===== src/rtl/fp_mul_pipe.sv =====
// IEEE-754 multiplier: RNE rounding, denormals flushed to zero. 3-cycle latency, one result per cycle.
// Backpressure: a held result (out_valid && !out_ready) freezes every stage and drops in_ready in the same cycle.
module fp_mul_pipe #(
  parameter int EXP_W = 8,
  parameter int MAN_W = 23,
  localparam int DATA_W = 1 + EXP_W + MAN_W
) (
  input  logic              clk,
  input  logic              rst,
  input  logic              in_valid,
  output logic              in_ready,
  input  logic [DATA_W-1:0] op_a,
  input  logic [DATA_W-1:0] op_b,
  output logic              out_valid,
  input  logic              out_ready,
  output logic [DATA_W-1:0] res,
  output logic              overflow,
  output logic              underflow,
  output logic              exception
);

  localparam int PW  = 2 * (MAN_W + 1);
  localparam int EW2 = EXP_W + 2;
  localparam logic signed [EW2-1:0] BIAS     = {3'b000, {(EXP_W-1){1'b1}}};
  localparam logic signed [EW2-1:0] EXP_MAX  = {2'b00, {EXP_W{1'b1}}};
  localparam logic signed [EW2-1:0] EXP_ZERO = '0;

  typedef struct packed {
    logic zero;
    logic inf;
    logic nan;
    logic snan;
  } cls_t;

  function automatic cls_t classify(input logic [EXP_W-1:0] e, input logic [MAN_W-1:0] f);
    cls_t c;
    c.zero = (e == '0);
    c.inf  = (&e) && (f == '0);
    c.nan  = (&e) && (f != '0);
    c.snan = c.nan && !f[MAN_W-1];
    return c;
  endfunction

  logic stall;
  assign stall    = out_valid && !out_ready;
  assign in_ready = !stall;

  // S1: unpacked operands with hidden bit and class
  logic             s1_vld;
  logic             s1_sign;
  logic [EXP_W-1:0] s1_ea, s1_eb;
  logic [MAN_W:0]   s1_ma, s1_mb;
  cls_t             s1_ca, s1_cb;

  // S2: raw product, biased exponent, special-case summary
  logic                  s2_vld;
  logic                  s2_sign;
  logic [PW-1:0]         s2_prod;
  logic signed [EW2-1:0] s2_exp;
  logic                  s2_nan, s2_exc, s2_inf, s2_zero;

  logic [PW-1:0]         prod_n;
  logic signed [EW2-1:0] exp_sum_n;
  logic                  inv_n;

  assign prod_n    = {{(MAN_W+1){1'b0}}, s1_ma} * {{(MAN_W+1){1'b0}}, s1_mb};
  assign exp_sum_n = $signed({2'b00, s1_ea}) + $signed({2'b00, s1_eb}) - BIAS;
  assign inv_n     = (s1_ca.inf && s1_cb.zero) || (s1_cb.inf && s1_ca.zero);

  // S3: normalize, round, special cases, pack
  logic [PW-1:0]         norm;
  logic [MAN_W-1:0]      mant, frac;
  logic                  guard, sticky, inc, carry;
  logic signed [EW2-1:0] exp_n, exp_r;
  logic [DATA_W-1:0]     res_n;
  logic                  ovf_n, unf_n, exc_n;

  always_comb begin
    norm   = s2_prod[PW-1] ? s2_prod : (s2_prod << 1);
    mant   = norm[PW-2 -: MAN_W];
    guard  = norm[MAN_W];
    sticky = |norm[MAN_W-1:0];
    inc    = guard && (sticky || mant[0]);
    {carry, frac} = {1'b0, mant} + {{MAN_W{1'b0}}, inc};
    exp_n  = s2_exp + {{(EW2-1){1'b0}}, s2_prod[PW-1]};
    exp_r  = exp_n + {{(EW2-1){1'b0}}, carry};

    res_n = {s2_sign, exp_r[EXP_W-1:0], frac};
    ovf_n = 1'b0;
    unf_n = 1'b0;
    exc_n = 1'b0;
    if (s2_nan) begin
      res_n = {1'b0, {EXP_W{1'b1}}, 1'b1, {(MAN_W-1){1'b0}}};
      exc_n = s2_exc;
    end else if (s2_inf) begin
      res_n = {s2_sign, {EXP_W{1'b1}}, {MAN_W{1'b0}}};
    end else if (s2_zero) begin
      res_n = {s2_sign, {(DATA_W-1){1'b0}}};
    end else if (exp_r >= EXP_MAX) begin
      res_n = {s2_sign, {EXP_W{1'b1}}, {MAN_W{1'b0}}};
      ovf_n = 1'b1;
    end else if (exp_r <= EXP_ZERO) begin
      res_n = {s2_sign, {(DATA_W-1){1'b0}}};
      unf_n = 1'b1;
    end
  end

  always_ff @(posedge clk) begin
    if (rst) begin
      s1_vld    <= 1'b0;
      s2_vld    <= 1'b0;
      out_valid <= 1'b0;
      res       <= '0;
      overflow  <= 1'b0;
      underflow <= 1'b0;
      exception <= 1'b0;
    end else if (!stall) begin
      s1_vld  <= in_valid;
      s1_sign <= op_a[DATA_W-1] ^ op_b[DATA_W-1];
      s1_ea   <= op_a[DATA_W-2 -: EXP_W];
      s1_eb   <= op_b[DATA_W-2 -: EXP_W];
      s1_ma   <= {1'b1, op_a[MAN_W-1:0]};
      s1_mb   <= {1'b1, op_b[MAN_W-1:0]};
      s1_ca   <= classify(op_a[DATA_W-2 -: EXP_W], op_a[MAN_W-1:0]);
      s1_cb   <= classify(op_b[DATA_W-2 -: EXP_W], op_b[MAN_W-1:0]);

      s2_vld  <= s1_vld;
      s2_sign <= s1_sign;
      s2_prod <= prod_n;
      s2_exp  <= exp_sum_n;
      s2_nan  <= s1_ca.nan || s1_cb.nan || inv_n;
      s2_exc  <= inv_n || s1_ca.snan || s1_cb.snan;
      s2_inf  <= s1_ca.inf || s1_cb.inf;
      s2_zero <= s1_ca.zero || s1_cb.zero;

      // flags only ever accompany a real result
      out_valid <= s2_vld;
      res       <= res_n;
      overflow  <= s2_vld && ovf_n;
      underflow <= s2_vld && unf_n;
      exception <= s2_vld && exc_n;
    end
  end

endmodule


===== config.mk =====
export PLATFORM = sky130hd
export DESIGN_NAME = fp_mul_pipe
export DESIGN_NICKNAME = d
export VERILOG_FILES = /design/src/rtl/fp_mul_pipe.sv
export SDC_FILE = /design/constraint.sdc
export NUM_CORES = 2
export LEC_CHECK = 0
export ABC_AREA = 1
export CAP_MARGIN = 25
export CORE_MARGIN = 3
export CORE_UTILIZATION = 35
export CTS_CLUSTER_SIZE = 16
export DETAILED_ROUTE_END_ITERATION = 10
export SYNTH_ARGS = -nofsm -noshare
export SYNTH_HDL_FRONTEND = slang
export SYNTH_SLANG_ARGS = --single-unit

===== constraint.sdc =====
create_clock -name clk -period 10.7 [get_ports clk]
set_clock_uncertainty 0.15 [all_clocks]
set_input_delay 2.14 -clock clk [delete_from_list [all_inputs] [get_ports clk]]
set_output_delay 2.14 -clock clk [all_outputs]
set_load 0.01 [all_outputs]

==> flow_metrics.py <==
metrics = {
    "run_status": {
        "status": "finished, final reports clean",
    },
    "job": {
        "drv_cap": 0,
    },
    "grt": {
        "grt_antenna_before_repair": 0,
        "use_met1": 0.249,
        "grt_pass1_vias": 20900,
        "grt_pass1_wl_mm": 117,
        "grt_overflow": 0,
        "met3_usage": 0.0267,
        "grt.busiest_layer": "met2",
        "use_met2": 0.313,
        "grt_max_degree": 75,
        "grt_use_total": 0.187,
    },
    "sta": {
        "fin_crit_sh": 0.685,
        "setup_tns_ps": 0,
        "fin_crit_ps": 7330,
        "rsz0062_at_grt": "false",
        "hold_ws_ps": 274,
        "hold_violations": 0,
        "slew_headroom": 0.260,
        "setup_ws_ps": 3370,
        "drv_slew": 0,
        "finalSetupViolCount": 0,
        "fmax_mhz": 136,
        "tightest_slew_ps": 1110,
    },
    "clock_network": {
        "clkSinkCount": 172,
        "cts.path.max_buffers": 2,
        "cts_hold_buf": 0,
        "cts_resized": 0,
        "cts_tree": "built",
        "insertion_delay_ps": 490,
        "post_cts_buffers": 0,
        "cts_root_buffer": "clkbuf_16",
        "clkTransAtPathRegs_ps": 80,
        "numCtsBuffers": 17,
        "htreeDepth": 4,
    },
    "logic_synthesis": {
        "synth.avg_cell_area_um2": 8.29,
        "syn_nets": 4017,
        "yosysUniqueCellTypes": 50,
        "synthArstFlopShare": 0,
        "ys_ff_latch": 172,
        "synth_top_area_share": 0.357,
        "synth_seq_area_share": 0.176,
        "synth.largest_area_cell": "fa_1",
        "synth_warnings": 0,
        "syn_area_um2": 27100,
        "yosys_most_used_dff": "edfxtp_1",
        "syn_inst": 3275,
        "synth_area_leaders": "fa_1, edfxtp_1, inv_1",
        "synth-edff-count": 134,
    },
    "worst_setup_path": {
        "crit_chain": "nand2_1, fa_1, inv_1, fa_1, inv_1, fa_1, inv_1, fa_1, fa_1, fa_1, inv_1, fa_1, inv_1, ha_1, nand2_1, nor2_1, nand2_1, nor4_1, nand3_1, nand4_1, nand2_1",
        "path_class": "reg -> reg",
        "required_ps": 10790,
        "cp_num_buf_inv": 5,
        "max_stage_delay_ps": 1080,
        "critPathTopFamily": "adder cells",
        "cp_slowest_cell": "edfxtp_1",
        "crit_path_max_fanout": 24,
        "critPathCaptureType": "register",
        "crit_top_cell": "fa_1",
        "cp.arrival_ps": 7420,
        "worstSetupStartpointType": "register",
    },
    "finish": {
        "mostFrequentLayoutCells": "inv_1, nand2_1, fa_1",
        "num-nets-final": 4085,
        "diodes": 0,
        "area_delta_synth_final_pct": 11.6,
        "final_cells": 4386,
        "fill_cells": 7825,
        "drive_above_1_share": 0.0414,
        "layout_commonest_cell": "inv_1",
    },
    "floorplanning": {
        "die_x_um": 284,
        "dieHeight_um": 284,
        "rows": 101,
        "fp.coreArea_um2": 76300,
        "pin_count": 105,
        "initial_utilization": 0.356,
        "die-area_um2": 80900,
    },
    "min_path": {
        "hold_class": "reg -> reg",
    },
    "routing": {
        "num_vias": 20600,
        "post_drt_wl_per_cell_um": 16.9,
        "drt_iter0_markers": 1637,
        "post-route-drc-count": 0,
        "postRouteAntennaNets": 0,
        "wirelength_mm": 74.3,
        "firstDrtPassIters": 5,
        "via_per_inst": 4.69,
    },
    "place": {
        "place_ws_ps": 3440,
        "dp_hpwl_mm": 60.2,
        "port_buffers": 104,
        "gp_congestion": 0.951,
        "numPlacedInstances": 4341,
    },
}
-- cell type report --
type                       count  area [um2]  share of cell area
inverter                    1000        3760               0.124
timing repair buffer         152        1660              0.0549
tap                         1030        1290              0.0425
clock inverter                13         139             0.00458
clock buffer                  19         475              0.0157
multi-input combinational   2000       18200               0.600
sequential                   172        4780               0.158
-- metal layers --
layer | up-vias | wire, um
met5 | - | 0
met4 | 0 | 2220
met3 | 112 | 4480
met2 | 637 | 35800
met1 | 10200 | 31700
li1 | 9640 | -
-- sequential cells by signal (all words and copies together), names as in the netlist, 4 cells and up --
register	flops
s2_prod	48
res	32
s1_ma	23
s1_mb	23
s2_exp	10
s1_ea	8
s1_eb	8
s1_ca	4
s1_cb	4
-- path summary, 6_finish.rpt --
check                      start                     to  slack (ps)  cells past startpoint
max          s1_mb[10]$_DFFE_PP_  s2_prod[45]$_DFFE_PP_        3370                     21
max reg2reg  s1_mb[10]$_DFFE_PP_  s2_prod[45]$_DFFE_PP_        3370                     21
min reg2reg    s1_sign$_DFFE_PP_      s2_sign$_DFFE_PP_         270                      0
min            s1_sign$_DFFE_PP_      s2_sign$_DFFE_PP_         270                      0
-- per-stage QoR --
step                      utilization  cell area, um2
after floorplan                     -           27100
after global placement          0.384           29300
after detailed placement        0.385           29400
after CTS                       0.393           30000
after global routing            0.397           30300
final                           0.397           30300
-- kinds of logic after synthesis --
group	after synthesis	synth area share
AOI/OAI and AO/OA	205	0.0439
xor gates and xnor gates	60	0.0196
adders and majority gates	674	0.445
buffers and inverters	1103	0.154
DFF	172	0.176
and+or+nand+nor	1061	0.161
-- cell usage after synthesis (all sizes together) (8+ instances only) --
cell type and count:
a21o 13, a21oi 71, a31oi 8, clkbuf 97, dfxtp 38, edfxtp 134, fa 484, ha 190
inv 999, nand2 780, nand3 68, nand4 22, nor2 132, nor3 16, nor4 20, o21ai 88
o21bai 8, or2 10, xnor2 17, xor2 43
Power is not shown: default switching activity piles up to over one toggle a cycle in this logic, so the estimate is an artifact.
